<file path="config.mk">
export PLATFORM = sky130hd
export DESIGN_NAME = instruction_fetch_flat
export DESIGN_NICKNAME = d
export VERILOG_FILES = /design/src/rtl/instruction_fetch_pkg.sv /design/src/rtl/instruction_fetch_if.sv /design/src/rtl/pc_next_logic.sv /design/src/rtl/instruction_fetch.sv /design/src/flat_wrapper.sv
export SDC_FILE = /design/constraint.sdc
export NUM_CORES = 1
export LEC_CHECK = 0
export BUFFER_PORTS_ARGS = -buffer_cell sky130_fd_sc_hd__buf_4
export CELL_PAD_IN_SITES_DETAIL_PLACEMENT = 2
export CELL_PAD_IN_SITES_GLOBAL_PLACEMENT = 2
export CORE_ASPECT_RATIO = 1.2
export CORE_UTILIZATION = 31
export CTS_BUF_LIST = sky130_fd_sc_hd__clkbuf_16
export DETAILED_ROUTE_END_ITERATION = 6
export PLACE_DENSITY = 0.86
export SLEW_MARGIN = 20
export SYNTH_ARGS = -nofsm -noshare
export SYNTH_HDL_FRONTEND = slang
export SYNTH_SLANG_ARGS = --single-unit
</file>
<file path="constraint.sdc">
create_clock -name clk -period 10.9 [get_ports clk]
set_clock_uncertainty 0.2 [all_clocks]
set_input_delay 1.635 -clock clk [delete_from_list [all_inputs] [get_ports clk]]
set_output_delay 1.635 -clock clk [all_outputs]
set_load 0.01 [all_outputs]
</file>
<file path="src/rtl/instruction_fetch_pkg.sv">
// Shared constants for the instruction fetch unit: FSM encoding, reset PC default, stride.
package instruction_fetch_pkg;

  localparam logic [1:0] IDLE = 2'd0;
  localparam logic [1:0] REQ  = 2'd1;
  localparam logic [1:0] HOLD = 2'd2;

  localparam logic [31:0] DEFAULT_RESET_PC = 32'h0000_0000;
  localparam logic [31:0] INSTR_STRIDE     = 32'd4;

  // Branch displacement: word offset sign-extended to a byte offset.
  function automatic logic [31:0] branch_offset(input logic [15:0] imm);
    return {{14{imm[15]}}, imm, 2'b00};
  endfunction

endpackage

</file>
<file path="src/rtl/instruction_fetch_if.sv">
// Fetch unit bus: instruction memory request/ack plus the decoder-side hold/accept handshake.
interface instruction_fetch_if;
  logic        imem_req;
  logic [31:0] imem_addr;
  logic        imem_ack;
  logic [31:0] imem_rdata;
  logic [31:0] instr;
  logic        instr_valid;
  logic        instr_ready;
  logic        jump;
  logic        jr;
  logic        branch_taken;
  logic [31:0] jr_addr;
  logic [31:0] pc_out;
  logic [31:0] link_addr;
  logic        fetch_err;

  modport master (
    output imem_req, imem_addr, instr, instr_valid, pc_out, link_addr, fetch_err,
    input  imem_ack, imem_rdata, instr_ready, jump, jr, branch_taken, jr_addr
  );

  modport slave (
    input  imem_req, imem_addr, instr, instr_valid, pc_out, link_addr, fetch_err,
    output imem_ack, imem_rdata, instr_ready, jump, jr, branch_taken, jr_addr
  );
endinterface

</file>
<file path="src/rtl/pc_next_logic.sv">
// Combinational next-PC selection for the held instruction: jr > jump > branch > sequential.
module pc_next_logic
  import instruction_fetch_pkg::*;
(
  input  logic [31:0] pc,
  input  logic [25:0] instr_idx,
  input  logic        jump,
  input  logic        jr,
  input  logic        branch_taken,
  input  logic [31:0] jr_addr,
  output logic [31:0] next_pc,
  output logic [31:0] link_addr,
  output logic        jr_misaligned
);

  assign link_addr     = pc + INSTR_STRIDE;
  assign jr_misaligned = jr & (|jr_addr[1:0]);

  always_comb begin
    next_pc = link_addr;
    if (jr) begin
      next_pc = {jr_addr[31:2], 2'b00};
    end else if (jump) begin
      next_pc = {link_addr[31:28], instr_idx, 2'b00};
    end else if (branch_taken) begin
      next_pc = link_addr + branch_offset(instr_idx[15:0]);
    end
  end

endmodule

</file>
<file path="src/rtl/instruction_fetch.sv">
// Instruction fetch FSM: requests the word at PC, holds it for decode, then steps to the next PC.
module instruction_fetch
  import instruction_fetch_pkg::*;
#(
  parameter logic [31:0] RESET_PC = DEFAULT_RESET_PC
) (
  input logic                 clk,
  input logic                 reset,
  instruction_fetch_if.master bus
);

  logic [1:0]  state_q, state_d;
  logic [31:0] pc_q, pc_d;
  logic [31:0] instr_q, instr_d;
  logic        err_q, err_d;
  logic [31:0] next_pc;
  logic [31:0] link_addr;
  logic        jr_misaligned;

  pc_next_logic u_pc_next (
    .pc            (pc_q),
    .instr_idx     (instr_q[25:0]),
    .jump          (bus.jump),
    .jr            (bus.jr),
    .branch_taken  (bus.branch_taken),
    .jr_addr       (bus.jr_addr),
    .next_pc       (next_pc),
    .link_addr     (link_addr),
    .jr_misaligned (jr_misaligned)
  );

  always_comb begin
    state_d = state_q;
    pc_d    = pc_q;
    instr_d = instr_q;
    err_d   = err_q;
    case (state_q)
      IDLE: state_d = REQ;
      REQ: begin
        if (bus.imem_ack) begin
          instr_d = bus.imem_rdata;
          state_d = HOLD;
        end
      end
      HOLD: begin
        // Control inputs only matter in the cycle the decoder accepts.
        if (bus.instr_ready) begin
          pc_d    = next_pc;
          state_d = REQ;
          if (jr_misaligned) err_d = 1'b1;
        end
      end
      default: state_d = IDLE;
    endcase
  end

  always_ff @(posedge clk or posedge reset) begin
    if (reset) begin
      state_q <= IDLE;
      pc_q    <= RESET_PC;
      instr_q <= 32'h0;
      err_q   <= 1'b0;
    end else begin
      state_q <= state_d;
      pc_q    <= pc_d;
      instr_q <= instr_d;
      err_q   <= err_d;
    end
  end

  assign bus.imem_req    = (state_q == REQ);
  assign bus.imem_addr   = pc_q;
  assign bus.instr       = instr_q;
  assign bus.instr_valid = (state_q == HOLD);
  assign bus.pc_out      = pc_q;
  assign bus.link_addr   = link_addr;
  assign bus.fetch_err   = err_q;

endmodule

</file>
<file path="src/flat_wrapper.sv">
// flat-port wrapper written by rule: the top's interface ports become plain ports
module instruction_fetch_flat import instruction_fetch_pkg::*;
#(
  parameter logic [31:0] RESET_PC = DEFAULT_RESET_PC
)
  (clk, reset, bus_imem_req, bus_imem_addr, bus_instr, bus_instr_valid, bus_pc_out, bus_link_addr, bus_fetch_err, bus_imem_ack, bus_imem_rdata, bus_instr_ready, bus_jump, bus_jr, bus_branch_taken, bus_jr_addr);
  instruction_fetch_if bus_i ();
  input logic clk;
  input logic reset;
  output wire logic [$bits(bus_i.imem_req)-1:0] bus_imem_req;
  output wire logic [$bits(bus_i.imem_addr)-1:0] bus_imem_addr;
  output wire logic [$bits(bus_i.instr)-1:0] bus_instr;
  output wire logic [$bits(bus_i.instr_valid)-1:0] bus_instr_valid;
  output wire logic [$bits(bus_i.pc_out)-1:0] bus_pc_out;
  output wire logic [$bits(bus_i.link_addr)-1:0] bus_link_addr;
  output wire logic [$bits(bus_i.fetch_err)-1:0] bus_fetch_err;
  input wire logic [$bits(bus_i.imem_ack)-1:0] bus_imem_ack;
  input wire logic [$bits(bus_i.imem_rdata)-1:0] bus_imem_rdata;
  input wire logic [$bits(bus_i.instr_ready)-1:0] bus_instr_ready;
  input wire logic [$bits(bus_i.jump)-1:0] bus_jump;
  input wire logic [$bits(bus_i.jr)-1:0] bus_jr;
  input wire logic [$bits(bus_i.branch_taken)-1:0] bus_branch_taken;
  input wire logic [$bits(bus_i.jr_addr)-1:0] bus_jr_addr;
  assign bus_imem_req = bus_i.imem_req;
  assign bus_imem_addr = bus_i.imem_addr;
  assign bus_instr = bus_i.instr;
  assign bus_instr_valid = bus_i.instr_valid;
  assign bus_pc_out = bus_i.pc_out;
  assign bus_link_addr = bus_i.link_addr;
  assign bus_fetch_err = bus_i.fetch_err;
  assign bus_i.imem_ack = bus_imem_ack;
  assign bus_i.imem_rdata = bus_imem_rdata;
  assign bus_i.instr_ready = bus_instr_ready;
  assign bus_i.jump = bus_jump;
  assign bus_i.jr = bus_jr;
  assign bus_i.branch_taken = bus_branch_taken;
  assign bus_i.jr_addr = bus_jr_addr;
  instruction_fetch #(.RESET_PC(RESET_PC)) u_core (.clk(clk), .reset(reset), .bus(bus_i));
endmodule
</file>
==> summary.json, run 1 <==
{
  "worstSetupStartpointType": "register",
  "post_drt_wl_per_cell_um": 24.2,
  "grt_max_degree": 66,
  "areaGrowthSynthToFinish_pct": 30.6,
  "achievable-frequency_mhz": 213,
  "power-per-cell-area_mw_per_mm2": 380,
  "worst-slew-pin-transition_ns": 1.02,
  "finalHoldViolCount": 0,
  "met1_usage": 0.309,
  "critical_path_fanout_max": 7,
  "timing_worst_setup_path_type": "register to register",
  "layout.cells.most_common": "sky130_fd_sc_hd__buf_4",
  "vias_in_the_first_global_route": 6676,
  "max_cap_violations": 0,
  "timing.final.crit_share": 0.432,
  "synth-warning-count": 0,
  "worstRegToRegCells": 15,
  "hold_path_class": "register to register",
  "worst_case_headroom_to_the_max_slew_limit": 0.321,
  "hold_start": "u_core.bus.fetch_err",
  "synth_area_per_cell_um2": 8.47,
  "worst_setup_path_end_kind": "register",
  "drt_wl_total_um": 25300,
  "drive_gt1_frac": 0.308,
  "grt_use_total": 0.271,
  "io_pins": 202,
  "h-tree-depth": 3,
  "globalRouteMet2Util": 0.498,
  "async_reset_ff_frac": 1.00,
  "post_synthesis_instance_area_mm2": 0.00562,
  "finalSetupViolCount": 0,
  "numCtsBuffers": 9,
  "total_drc_errors_in_the_routed_layout": 14,
  "power.switching_w": 0.00142,
  "synth_ff_type": "sky130_fd_sc_hd__dfrtp_1",
  "combinationalPowerShare": 0.686,
  "rsz0062_at_grt": "false",
  "gr-total-overflow": 0,
  "num_rows": 53,
  "fp.dieArea_mm2": 0.0187,
  "floorplan.initialDensity": 0.319,
  "whs_endpoint": "u_core.bus.fetch_err",
  "clock_latency_late_sink_ns": 0.34,
  "violations_in_the_final_reports": "DRC",
  "finish.net_count": 925,
  "grt_busiest_layer": "met2",
  "drt.antenna.violating_nets": 0,
  "pwr-share-clk": 0.110,
  "power_switching_share": 0.509,
  "fin_crit_ns": 4.70,
  "fin_tns_setup_ns": 0,
  "die_w_um": 125,
  "post_synth_num_cell_types": 56,
  "r2r_setup_slack_ns": 6.20,
  "ys_seq_area_frac": 0.289,
  "seqPwrFrac": 0.205,
  "cp_data_required_time_ns": 10.91,
  "final_cell_mix": "sky130_fd_sc_hd__buf_4, sky130_fd_sc_hd__dfrtp_1, sky130_fd_sc_hd__nand2_1, sky130_fd_sc_hd__nor2_1, sky130_fd_sc_hd__a21oi_1",
  "post_cts.repair.setup_buffers": 0,
  "place_congestion": 0.883,
  "grt_antenna_before_repair": 0,
  "grt_first_pass_wirelength_um": 38700,
  "placement.cell_area_mm2": 0.00705,
  "timing.hold.worst_path_depth": 1,
  "detailed_place_hpwl_um": 19000,
  "place_ws_ns": 6.14,
  "yosys_register_bits": 65,
  "internal-power_w": 0.00137,
  "core_area_mm2": 0.0176,
  "clock_tree.root_cell": "sky130_fd_sc_hd__clkbuf_16",
  "synthesis.instances": 664,
  "dr_total_vias": 5978,
  "worst_r2r_endpoint": "u_core.bus.imem_addr[27]",
  "finalInstanceArea_mm2": 0.00735,
  "portBuffers": 195,
  "post_cts_resized": 0,
  "post-route-worst-setup-slack_ns": 6.20,
  "dr.first_iter.drc_count": 308,
  "globalRouteMet3Util": 0.0490,
  "drt_first_pass_iters": 7,
  "cts-root-to-sink-buffers": 2,
  "critical_path.reg2reg.startpoint": "u_core.bus.imem_addr[2]",
  "timing.critical_path.arrival_ns": 4.71,
  "cts.sink_count": 65,
  "run_status": "finished, violations left",
  "path_clk_slew_ns": 0.06,
  "routed_via_density": 5.74,
  "dieHeight_um": 150,
  "worst_vdd_ir_v": 0.000163,
  "antenna-diode-count": 0,
  "clock_tree_from_tritoncts": "built",
  "p_leak_nw": 3.51,
  "edff_count_synth": 0,
  "cts.hold.buffers_added": 0,
  "drv_slew": 0
}
==> cells in the mapped netlist (all sizes together) (2+ instances only) <==
master   number  share of area
a31oi         7         0.0078
and3         23          0.026
and4          5         0.0078
o21ai        49          0.044
a21o         14          0.019
or3           3         0.0033
mux2         32          0.064
nand2        59          0.039
clkbuf       23          0.015
a22oi         4         0.0053
o22ai         2         0.0022
buf          39          0.050
dfrtp        65           0.29
a211o         2         0.0031
o211ai        6         0.0080
mux2i         9          0.016
nand3        21          0.019
inv          14         0.0093
and2          5         0.0056
xnor2        25          0.039
o21bai        7         0.0093
nor4          2         0.0022
ha           36          0.080
nor2         52          0.035
o41ai         2         0.0031
xor2         24          0.037
nand4         5         0.0056
o31ai         6         0.0080
a221oi        9          0.016
o21a          8          0.011
a211oi       11          0.016
o32ai         3         0.0047
nor3b         2         0.0027
a2111oi       2         0.0031
nor2b         5         0.0056
a221o         5         0.0089
a21oi        52          0.046
a41oi         2         0.0031
nor3         10         0.0089
==> registers in the layout, summed over array words and instances (netlist names) <==
name,flops
u_core.bus.fetch_err,1
u_core.bus.imem_addr,30
u_core.bus.instr,32
u_core.state_q,2
==> kinds of logic after synthesis <==
family | count (synthesis) | synth area share
flip-flops | 65 | 0.289
adder cells (fa/ha/maj) | 37 | 0.0837
other | 1 | 0.000667
XOR/XNOR | 49 | 0.0763
AND/OR/NAND/NOR | 196 | 0.166
buffers and inverters | 77 | 0.0754
multiplexers | 41 | 0.0801
AO/OA/AOI/OAI | 198 | 0.229
==> stage by stage <==
stage          total power [W]  utilization  std cells  hold WS [ns]
3_3_place_gp           0.00235        0.399       1026         0.265
5_1_grt                0.00298        0.416       1042         0.325
2_1_floorplan          0.00170            -        669         0.251
4_1_cts                0.00279        0.416       1042         0.307
6_report               0.00279        0.416       1042         0.300
3_5_place_dp           0.00245        0.399       1026         0.290
==> critical path, stage by stage, from the launching register on <==
cell	delay, ns
sky130_fd_sc_hd__dfrtp_1	0.46
sky130_fd_sc_hd__ha_1	0.24
sky130_fd_sc_hd__and4_1	0.32
sky130_fd_sc_hd__and4_1	0.34
sky130_fd_sc_hd__and2_1	0.20
sky130_fd_sc_hd__nand4_1	0.12
sky130_fd_sc_hd__xnor2_1	0.42
sky130_fd_sc_hd__ha_1	0.37
sky130_fd_sc_hd__a21oi_1	0.21
sky130_fd_sc_hd__o21ai_0	0.16
sky130_fd_sc_hd__nor2_1	0.17
sky130_fd_sc_hd__nor4b_1	0.52
sky130_fd_sc_hd__nor2_1	0.16
sky130_fd_sc_hd__a21oi_1	0.24
sky130_fd_sc_hd__xor2_1	0.32
sky130_fd_sc_hd__o32ai_1	0.12
==> per-layer routing <==
layer | up-vias | part of all wire | wire length, um
met5 | - | 0 | 0
met4 | 0 | 0.033 | 827
met3 | 68 | 0.056 | 1410
met2 | 230 | 0.52 | 13100
met1 | 2982 | 0.39 | 9950
li1 | 2698 | - | -
==> worst max-delay path by stage <==
stage	depth (start not counted)	from	slack [ns]	to
after floorplan	15	u_core.bus.imem_addr[2]	7.10	u_core.bus.imem_addr[26]
after global placement	15	u_core.bus.imem_addr[2]	6.40	u_core.bus.imem_addr[31]
after detailed placement	15	u_core.bus.imem_addr[2]	6.14	u_core.bus.imem_addr[27]
after CTS	15	u_core.bus.imem_addr[2]	6.10	u_core.bus.imem_addr[27]
after global routing	15	u_core.bus.imem_addr[2]	5.82	u_core.bus.imem_addr[27]
final	15	u_core.bus.imem_addr[2]	6.20	u_core.bus.imem_addr[27]
==> layout make-up <==
class / instances / area (um2)
clock buffer: 9 / 225
timing repair buffer: 199 / 1490
sequential: 65 / 1630
multi-input combinational: 527 / 3590
tap: 220 / 275
inverter: 15 / 56.3
clock inverter: 7 / 75.1
fill: 1979 / 10300
==> power by group through the flow <==
stage	Clock [W]	Combinational, W	Sequential, W
2_1_floorplan	0	0.00115	0.000543
3_3_place_gp	0	0.00179	0.000556
3_5_place_dp	0	0.00188	0.000570
4_1_cts	0.000308	0.00191	0.000570
5_1_grt	0.000321	0.00207	0.000588
6_report	0.000306	0.00191	0.000571
No activity file was read; power rests on OpenSTA's default activity.
==> inputs of run 2 (changes only) <==
--- a/config.mk
+++ b/config.mk
@@ -5,14 +5,15 @@
 export SDC_FILE = /design/constraint.sdc
 export NUM_CORES = 1
 export LEC_CHECK = 0
+export ABC_AREA = 1
 export BUFFER_PORTS_ARGS = -buffer_cell sky130_fd_sc_hd__buf_4
 export CELL_PAD_IN_SITES_DETAIL_PLACEMENT = 2
 export CELL_PAD_IN_SITES_GLOBAL_PLACEMENT = 2
 export CORE_ASPECT_RATIO = 1.2
-export CORE_UTILIZATION = 31
+export CORE_UTILIZATION = 27
 export CTS_BUF_LIST = sky130_fd_sc_hd__clkbuf_16
 export DETAILED_ROUTE_END_ITERATION = 6
-export PLACE_DENSITY = 0.86
+export PLACE_DENSITY = 0.81
 export SLEW_MARGIN = 20
 export SYNTH_ARGS = -nofsm -noshare
 export SYNTH_HDL_FRONTEND = slang
==> constraint.sdc (replaced) <==
create_clock -name clk -period 4.4 [get_ports clk]
set_clock_uncertainty 0.2 [all_clocks]
set_input_delay 0.66 -clock clk [delete_from_list [all_inputs] [get_ports clk]]
set_output_delay 0.66 -clock clk [all_outputs]
set_load 0.01 [all_outputs]
==> run 2 against run 1 <==
The run now ends clean. Die area up 39%. Synthesized cell count up 69%. Design area up 19%. Combinational power rose to 2.8 times the previous value. Critical endpoint is now u_core.bus.imem_addr[29]. Synthesized area up 22%. Worst hold slack worse by 0.091 ns. Critical path type unchanged. Critical path depth up 6. Clock power up 130%. Maximum frequency up 21%. Global-route usage down 2.1 points. Largest power group unchanged. Total power rose to 2.7 times the previous value.
==> summary.json, run 2 <==
{
  "path_clk_slew": {"value": 0.06, "unit": "ns", "change": "about the same"},
  "post_drt_wl_per_cell": {"value": 19.7, "unit": "um", "change": "-19%"},
  "ys_seq_area_frac": {"value": 0.238, "change": "-0.0516"},
  "async_reset_ff_frac": {"value": 1.00, "change": "unchanged"},
  "vias_in_the_first_global_route": {"value": 8552, "change": "+28%"},
  "critPathCapture": "u_core.bus.imem_addr[29]",
  "run_status": "finished clean",
  "total_drc_errors_in_the_routed_layout": {"value": 0, "change": "-14"},
  "layout.cells.most_common": "sky130_fd_sc_hd__nand2_1",
  "synth-warning-count": {"value": 0, "change": "unchanged"},
  "finalHoldViolCount": {"value": 0, "change": "unchanged"},
  "globalRouteMet3Util": {"value": 0.0331, "change": "-0.0159"},
  "dr_total_vias": {"value": 7824, "change": "+31%"},
  "critical_path.cell_chain": "ha_1 > nand3_1 > nor2_2 > inv_1 > nor2_2 > xor2_1 > inv_1 > ha_1 > nand2_1 > nor2_1 > nand3_1 > nand3_1 > nand2_1 > nand2_1 > nand2_1 > nand2_1 > nand2_1 > nand3_1 > nand2_1 > nand2_1 > nand2_1",
  "synth_ff_type": "sky130_fd_sc_hd__dfrtp_1",
  "p_leak": {"value": 4.94, "unit": "nW", "change": "+41%"},
  "cp_data_required_time": {"value": 4.43, "unit": "ns", "change": "-6.48 ns"},
  "timing.critical_path.slowest_stage_cell": "sky130_fd_sc_hd__dfrtp_1",
  "core_area": {"value": 0.0248, "unit": "mm2", "change": "+41%"},
  "floorplan.initialDensity": {"value": 0.276, "change": "-0.0432"},
  "timing.final.crit_share": {"value": 0.887, "change": "+0.456"},
  "finish.net_count": {"value": 1390, "change": "+50%"},
  "yosys-top-cells-area": "sky130_fd_sc_hd__dfrtp_1, sky130_fd_sc_hd__nand2_1, sky130_fd_sc_hd__inv_1",
  "dr.first_iter.drc_count": {"value": 322, "change": "+4.5%"},
  "h-tree-depth": {"value": 3, "change": "unchanged"},
  "globalRouteMet2Util": {"value": 0.437, "change": "-0.0612"},
  "cp.depth": {"value": 21, "change": "+6"},
  "clock_tree.root_cell": "sky130_fd_sc_hd__clkbuf_16",
  "grt_antenna_before_repair": {"value": 0, "change": "unchanged"},
  "post_synthesis_instance_area": {"value": 0.00684, "unit": "mm2", "change": "+22%"},
  "fin_tns_setup": {"value": 0, "unit": "ns", "change": "unchanged"},
  "timing.critical_path.mode_cell": "sky130_fd_sc_hd__nand2_1",
  "drt_first_pass_iters": {"value": 4, "change": "-3"},
  "post_synth_num_cell_types": {"value": 42, "change": "-25%"},
  "areaGrowthSynthToFinish_pct": 27.4,
  "drive_gt1_frac": {"value": 0.215, "change": "-0.0932"},
  "grt_first_pass_wirelength": {"value": 49700, "unit": "um", "change": "+28%"},
  "routed_via_density": {"value": 4.86, "change": "-15%"},
  "timing_worst_setup_path_type": "register to register",
  "cts-root-to-sink-buffers": {"value": 2, "change": "unchanged"},
  "antenna-diode-count": {"value": 0, "change": "unchanged"},
  "grt_max_degree": {"value": 49, "change": "-26%"},
  "gr-total-overflow": {"value": 0, "change": "unchanged"},
  "numCtsBuffers": {"value": 9, "change": "unchanged"},
  "final_cell_mix": "sky130_fd_sc_hd__nand2_1, sky130_fd_sc_hd__buf_4, sky130_fd_sc_hd__inv_1, sky130_fd_sc_hd__nor2_1",
  "synthesis.instances": {"value": 1123, "change": "+69%"},
  "clock_tree_from_tritoncts": "built",
  "crit_buf_inv": {"value": 2, "change": "+2"},
  "post_cts_resized": {"value": 0, "change": "unchanged"},
  "max_cap_violations": {"value": 0, "change": "unchanged"},
  "cpPeakStageDelay": {"value": 0.49, "unit": "ns", "change": "-0.03 ns"},
  "r2r_setup_slack": {"value": 0.50, "unit": "ns", "change": "-5.70 ns"},
  "grt_busiest_layer": "met2",
  "worstSetupStartpointType": "register",
  "fp.dieArea": {"value": 0.0260, "unit": "mm2", "change": "+39%"},
  "cts.sink_count": {"value": 65, "change": "unchanged"},
  "critical_path_fanout_max": {"value": 6, "change": "-1"},
  "synth_area_per_cell": {"value": 6.09, "unit": "um2", "change": "-28%"},
  "critical_path.reg2reg.startpoint": "u_core.bus.imem_addr[2]",
  "finalSetupViolCount": {"value": 0, "change": "unchanged"},
  "cts.hold.buffers_added": {"value": 0, "change": "unchanged"},
  "synth_top_cell_area_share": {"value": 0.238, "change": "-0.0516"},
  "io_pins": {"value": 202, "change": "unchanged"},
  "worstRegToRegCells": {"value": 21, "change": "+6"},
  "crit_start": "u_core.bus.imem_addr[2]",
  "drv_slew": {"value": 0, "change": "unchanged"},
  "met1_usage": {"value": 0.309, "change": "-0.000648"},
  "timing.critical_path.arrival": {"value": 3.94, "unit": "ns", "change": "-0.77 ns"},
  "fin_crit": {"value": 3.90, "unit": "ns", "change": "-0.801 ns"},
  "num_rows": {"value": 63, "change": "+19%"},
  "drt.antenna.violating_nets": {"value": 0, "change": "unchanged"},
  "post-synth-top-count-cell": "sky130_fd_sc_hd__nand2_1",
  "netlist_top_cells_count": "sky130_fd_sc_hd__nand2_1, sky130_fd_sc_hd__inv_1, sky130_fd_sc_hd__nor2_1, sky130_fd_sc_hd__dfrtp_1, sky130_fd_sc_hd__nand3_1",
  "clock_latency_late_sink": {"value": 0.35, "unit": "ns", "change": "about the same"},
  "synth_top_cell_by_area": "sky130_fd_sc_hd__dfrtp_1",
  "worst_path_top_cell_family_by_delay": "simple AND/OR/NAND/NOR gates",
  "largest_register_ffs": {"value": 32, "change": "unchanged"},
  "drt_wl_total": {"value": 31700, "unit": "um", "change": "+25%"},
  "place_congestion": {"value": 0.898, "change": "+1.7%"},
  "holdWs": {"value": 0.209, "unit": "ns", "change": "-0.0913 ns"},
  "worst-slew-pin-transition": {"value": 0.868, "unit": "ns", "change": "-0.151 ns"},
  "portBuffers": {"value": 195, "change": "unchanged"},
  "edff_count_synth": {"value": 0, "change": "unchanged"},
  "hold_path_class": "input pin to async pin",
  "worst_vdd_ir": {"value": 0.000309, "unit": "V", "change": "+90%"},
  "detailed_place_hpwl": {"value": 26200, "unit": "um", "change": "+38%"},
  "worst_setup_path_end_kind": "register",
  "power-per-cell-area": {"value": 867, "unit": "mW/mm2", "change": "+130%"},
  "die_w": {"value": 147, "unit": "um", "change": "+18%"},
  "worst_case_headroom_to_the_max_slew_limit": {"value": 0.421, "change": "+0.100"},
  "dieHeight": {"value": 176, "unit": "um", "change": "+18%"},
  "achievable-frequency": {"value": 256, "unit": "MHz", "change": "+21%"},
  "yosys_register_bits": {"value": 65, "change": "unchanged"},
  "post_cts.repair.setup_buffers": {"value": 0, "change": "unchanged"},
  "grt_use_total": {"value": 0.250, "change": "-0.0207"},
  "rsz0062_at_grt": "false",
  "worst_r2r_endpoint": "u_core.bus.imem_addr[29]"
}
## run 2: final cells by class
class                           instances  area, um2
Tap cell                              325        407
Timing Repair Buffer                  204       1530
Clock buffer                            9        225
Sequential cell                        65       1630
Fill cell                            3112      16100
Multi-Input combinational cell        821       4190
Clock inverter                          6       60.1
Inverter                              181        679
## run 2: kinds of logic after synthesis
group / count (synthesis) / synth area share
compound gates: 110 / 0.0865
xor+xnor: 20 / 0.0256
fa+ha+maj: 37 / 0.0688
buf+inv: 242 / 0.153
flops: 65 / 0.238
mux: 31 / 0.0510
other cells: 1 / 0.000548
simple gates: 617 / 0.376
## run 2: how the worst min path moves through the flow
stage / endpoint / startpoint / cells past startpoint / slack, ns
after detailed placement: u_core.state_q[0] / u_core.state_q[0] / 1 / 0.30
after global placement: u_core.bus.fetch_err / u_core.bus.fetch_err / 1 / 0.28
after floorplan: u_core.state_q[0] / u_core.state_q[0] / 1 / 0.26
after global routing: u_core.bus.instr[27] / reset / 2 / 0.25
after CTS: u_core.bus.instr[31] / reset / 2 / 0.22
final: u_core.bus.instr[31] / reset / 2 / 0.21
## run 2: layer usage
layer,vias to the layer above,wire [um],part of all wire
met3,55,931,0.029
met4,0,1070,0.034
met1,3850,14000,0.44
li1,3754,-,-
met2,165,15700,0.49
met5,-,0,0
## run 2: per-stage QoR
step / instances / total power (W) / setup WS [ns] / area [um2] / util
after floorplan: 1128 / 0.00460 / 1.29 / 6860 / -
after global placement: 1596 / 0.00662 / 0.560 / 8430 / 0.339
after detailed placement: 1596 / 0.00683 / 0.417 / 8430 / 0.339
after CTS: 1611 / 0.00760 / 0.394 / 8710 / 0.351
after global routing: 1611 / 0.00824 / 0.110 / 8710 / 0.351
final: 1611 / 0.00755 / 0.496 / 8710 / 0.351
## run 2: worst reg2reg max path: stages, from the launching register on
cell and delay, ns:
sky130_fd_sc_hd__dfrtp_1 0.49, sky130_fd_sc_hd__ha_1 0.27, sky130_fd_sc_hd__nand3_1 0.13, sky130_fd_sc_hd__nor2_2 0.17
sky130_fd_sc_hd__inv_1 0.09, sky130_fd_sc_hd__nor2_2 0.21, sky130_fd_sc_hd__xor2_1 0.26, sky130_fd_sc_hd__inv_1 0.09
sky130_fd_sc_hd__ha_1 0.37, sky130_fd_sc_hd__nand2_1 0.11, sky130_fd_sc_hd__nor2_1 0.27, sky130_fd_sc_hd__nand3_1 0.14
sky130_fd_sc_hd__nand3_1 0.26, sky130_fd_sc_hd__nand2_1 0.09, sky130_fd_sc_hd__nand2_1 0.15, sky130_fd_sc_hd__nand2_1 0.13
sky130_fd_sc_hd__nand2_1 0.09, sky130_fd_sc_hd__nand2_1 0.05, sky130_fd_sc_hd__nand3_1 0.06, sky130_fd_sc_hd__nand2_1 0.05
sky130_fd_sc_hd__nand2_1 0.06, sky130_fd_sc_hd__nand2_1 0.05
## run 2: power by group
group          switching (W)  internal (W)
logic                0.00338       0.00205
clock network       0.000286      0.000431
registers           0.000510      0.000889
total                0.00418       0.00337
==> inputs of run 3 (changes only) <==
--- a/config.mk
+++ b/config.mk
@@ -14,6 +14,7 @@
 export CTS_BUF_LIST = sky130_fd_sc_hd__clkbuf_16
 export DETAILED_ROUTE_END_ITERATION = 6
 export PLACE_DENSITY = 0.81
+export RECOVER_POWER = 25
 export SLEW_MARGIN = 20
 export SYNTH_ARGS = -nofsm -noshare
 export SYNTH_HDL_FRONTEND = slang
==> run 3 against run 2 <==
The flow now finishes with violations (capacitance limit, slew limit). Register-to-register slack about the same. Clock-buffer cell count unchanged. Routed wire length about the same. First-iteration DRC count down 0.93%. Highest routed layer unchanged.
==> summary.json, run 3 (synthesized netlist as in run 2, its figures left out) <==
{
  "run_status": "finished, violations left",
  "violations_in_the_final_reports": "capacitance limit, slew limit",
  "timing.critical_path.mode_cell": "sky130_fd_sc_hd__nand2_1",
  "whs_endpoint": "u_core.bus.instr[30]",
  "total_drc_errors_in_the_routed_layout": {"value": 0, "change": "unchanged"},
  "post_cts_resized": {"value": 0, "change": "unchanged"},
  "timing_worst_setup_path_type": "register to register",
  "drv_slew": {"value": 75, "change": "+75"},
  "dr_total_vias": {"value": 7828, "change": "+0.051%"},
  "post_cts.repair.setup_buffers": {"value": 0, "change": "unchanged"},
  "detailed_place_hpwl": {"value": 26200, "unit": "um", "change": "unchanged"},
  "grt_antenna_before_repair": {"value": 0, "change": "unchanged"},
  "cts.sink_count": {"value": 65, "change": "unchanged"},
  "layout.cells.most_common": "sky130_fd_sc_hd__nand2_1",
  "placed_cells_incl_taps": {"value": 1596, "change": "unchanged"},
  "portBuffers": {"value": 195, "change": "unchanged"},
  "path_clk_slew": {"value": 0.06, "unit": "ns", "change": "about the same"},
  "worstRegToRegCells": {"value": 21, "change": "unchanged"},
  "fin_tns_setup": {"value": 0, "unit": "ns", "change": "unchanged"},
  "clock_tree_from_tritoncts": "built",
  "worst_r2r_endpoint": "u_core.bus.imem_addr[29]",
  "final_cell_mix": "sky130_fd_sc_hd__nand2_1, sky130_fd_sc_hd__buf_4, sky130_fd_sc_hd__inv_1, sky130_fd_sc_hd__nor2_1",
  "timing.final.crit_share": {"value": 0.890, "change": "+0.00332"},
  "place_congestion": {"value": 0.898, "change": "unchanged"},
  "hold_path_class": "register to register",
  "cpPeakStageDelay": {"value": 0.49, "unit": "ns", "change": "about the same"},
  "p_leak": {"value": 4.90, "unit": "nW", "change": "-0.79%"},
  "drive_gt1_frac": {"value": 0.205, "change": "-0.00933"},
  "antenna-diode-count": {"value": 0, "change": "unchanged"},
  "timing.hold.worst_path_depth": 1,
  "fp.dieArea": {"value": 0.0260, "unit": "mm2", "change": "unchanged"},
  "worst_vdd_ir": {"value": 0.000296, "unit": "V", "change": "-4.1%"},
  "worst-slew-pin-transition": {"value": 2.33, "unit": "ns", "change": "+1.47 ns"},
  "post-layout-total-power": {"value": 0.00752, "unit": "W", "change": "-0.49%"},
  "critical_path.cell_chain": "ha_1 > nand3_1 > nor2_2 > inv_1 > nor2_2 > xor2_1 > inv_1 > ha_1 > nand2_1 > nor2_1 > nand3_1 > nand3_1 > nand2_1 > nand2_1 > nand2_1 > nand2_1 > nand2_1 > nand3_1 > nand2_1 > nand2_1 > nand2_1",
  "critical_path.reg2reg.startpoint": "u_core.bus.imem_addr[2]",
  "floorplan.initialDensity": {"value": 0.276, "change": "unchanged"},
  "max_cap_violations": {"value": 2, "change": "+2"},
  "finish.net_count": {"value": 1390, "change": "unchanged"},
  "num_rows": {"value": 63, "change": "unchanged"},
  "timing.critical_path.slowest_stage_cell": "sky130_fd_sc_hd__dfrtp_1",
  "h-tree-depth": {"value": 3, "change": "unchanged"},
  "largest_register_ffs": {"value": 32, "change": "unchanged"},
  "final.fill_count": {"value": 3128, "change": "+0.51%"},
  "layoutNonFillerInstCount": {"value": 1611, "change": "unchanged"},
  "cts-root-to-sink-buffers": {"value": 2, "change": "unchanged"},
  "critical_path_fanout_max": {"value": 6, "change": "unchanged"},
  "core_area": {"value": 0.0248, "unit": "mm2", "change": "unchanged"},
  "worst_case_headroom_to_the_max_slew_limit": {"value": -0.556, "change": "-0.977"},
  "numCtsBuffers": {"value": 9, "change": "unchanged"},
  "rsz0062_at_grt": "false",
  "die_w": {"value": 147, "unit": "um", "change": "unchanged"},
  "multi_input_area": {"value": 0.00419, "unit": "mm2", "change": "unchanged"},
  "clock_latency_late_sink": {"value": 0.35, "unit": "ns", "change": "about the same"},
  "dieHeight": {"value": 176, "unit": "um", "change": "unchanged"},
  "fin_crit": {"value": 3.92, "unit": "ns", "change": "+0.0146 ns"},
  "vias_in_the_first_global_route": {"value": 8552, "change": "unchanged"},
  "drt.antenna.violating_nets": {"value": 0, "change": "unchanged"},
  "io_pins": {"value": 202, "change": "unchanged"},
  "worst_setup_path_end_kind": "register",
  "grt_first_pass_wirelength": {"value": 49700, "unit": "um", "change": "unchanged"},
  "achievable-frequency": {"value": 255, "unit": "MHz", "change": "-0.37%"},
  "routed_via_density": {"value": 4.86, "change": "about the same"},
  "grt_use_total": {"value": 0.250, "change": "unchanged"},
  "final-seq-area": {"value": 0.00163, "unit": "mm2", "change": "unchanged"},
  "hold_start": "u_core.bus.instr[30]",
  "grt_max_degree": {"value": 49, "change": "unchanged"},
  "cts.hold.buffers_added": {"value": 0, "change": "unchanged"},
  "drt_first_pass_iters": {"value": 4, "change": "unchanged"},
  "areaGrowthSynthToFinish_pct": 26.8,
  "timing.critical_path.arrival": {"value": 3.95, "unit": "ns", "change": "about the same"},
  "gr-total-overflow": {"value": 0, "change": "unchanged"},
  "worstSetupStartpointType": "register",
  "finalHoldViolCount": {"value": 0, "change": "unchanged"},
  "post_drt_wl_per_cell": {"value": 19.7, "unit": "um", "change": "about the same"},
  "drt_wl_total": {"value": 31700, "unit": "um", "change": "about the same"},
  "power-per-cell-area": {"value": 866, "unit": "mW/mm2", "change": "about the same"},
  "r2r_setup_slack": {"value": 0.48, "unit": "ns", "change": "about the same"},
  "finalSetupViolCount": {"value": 0, "change": "unchanged"},
  "dr.first_iter.drc_count": {"value": 319, "change": "-0.93%"},
  "cp_data_required_time": {"value": 4.43, "unit": "ns", "change": "about the same"},
  "clock_tree.root_cell": "sky130_fd_sc_hd__clkbuf_16"
}
==> run 3: power breakdown <==
group	total [W]	switching (W)	internal, W	leakage [nW]
clock network	0.000714	0.000283	0.000431	0.129
logic	0.00540	0.00338	0.00202	3.99
registers	0.00140	0.000507	0.000889	0.784
total	0.00752	0.00417	0.00334	4.90
==> run 3: how the worst max path moves through the flow <==
stage,cells past startpoint,slack [ns],start,endpoint
after floorplan,19,1.29,u_core.bus.imem_addr[2],u_core.bus.imem_addr[29]
after global placement,21,0.56,u_core.bus.imem_addr[2],u_core.bus.imem_addr[29]
after detailed placement,21,0.42,u_core.bus.imem_addr[2],u_core.bus.imem_addr[29]
after CTS,21,0.39,u_core.bus.imem_addr[2],u_core.bus.imem_addr[29]
after global routing,21,0.11,u_core.bus.imem_addr[2],u_core.bus.imem_addr[13]
final,21,0.48,u_core.bus.imem_addr[2],u_core.bus.imem_addr[29]
==> run 3: per-layer routing <==
layer	vias to the layer above	GRT usage	part of all wire
li1	3755	-	-
met1	3860	0.309	0.44
met2	160	0.437	0.50
met3	53	0.0331	0.031
met4	0	0.101	0.033
met5	-	0	0
==> run 3: layout make-up <==
cell class / count / share of cell area
inverter: 181 / 0.0783
timing repair buffer: 204 / 0.172
multi-input combinational: 821 / 0.483
sequential: 65 / 0.188
tap: 325 / 0.0469
clock inverter: 6 / 0.00692
clock buffer: 9 / 0.0260
==> run 3: critical path: cells and delay by family, from the launching register on <==
kind,cells,cell delay [ns]
adders and majority gates,2,0.64
buffers and inverters,2,0.18
xor gates and xnor gates,1,0.26
and+or+nand+nor,16,2.03
DFF,1,0.49
==> run 3: per-stage QoR <==
step / utilization / hold slack [ns] / instance area [um2] / setup WS, ns
floorplan: - / 0.258 / 6860 / 1.29
global placement: 0.339 / 0.279 / 8430 / 0.560
detailed placement: 0.339 / 0.295 / 8430 / 0.417
CTS: 0.351 / 0.223 / 8710 / 0.394
global route: 0.349 / 0.317 / 8670 / 0.110
finish: 0.349 / 0.307 / 8670 / 0.482
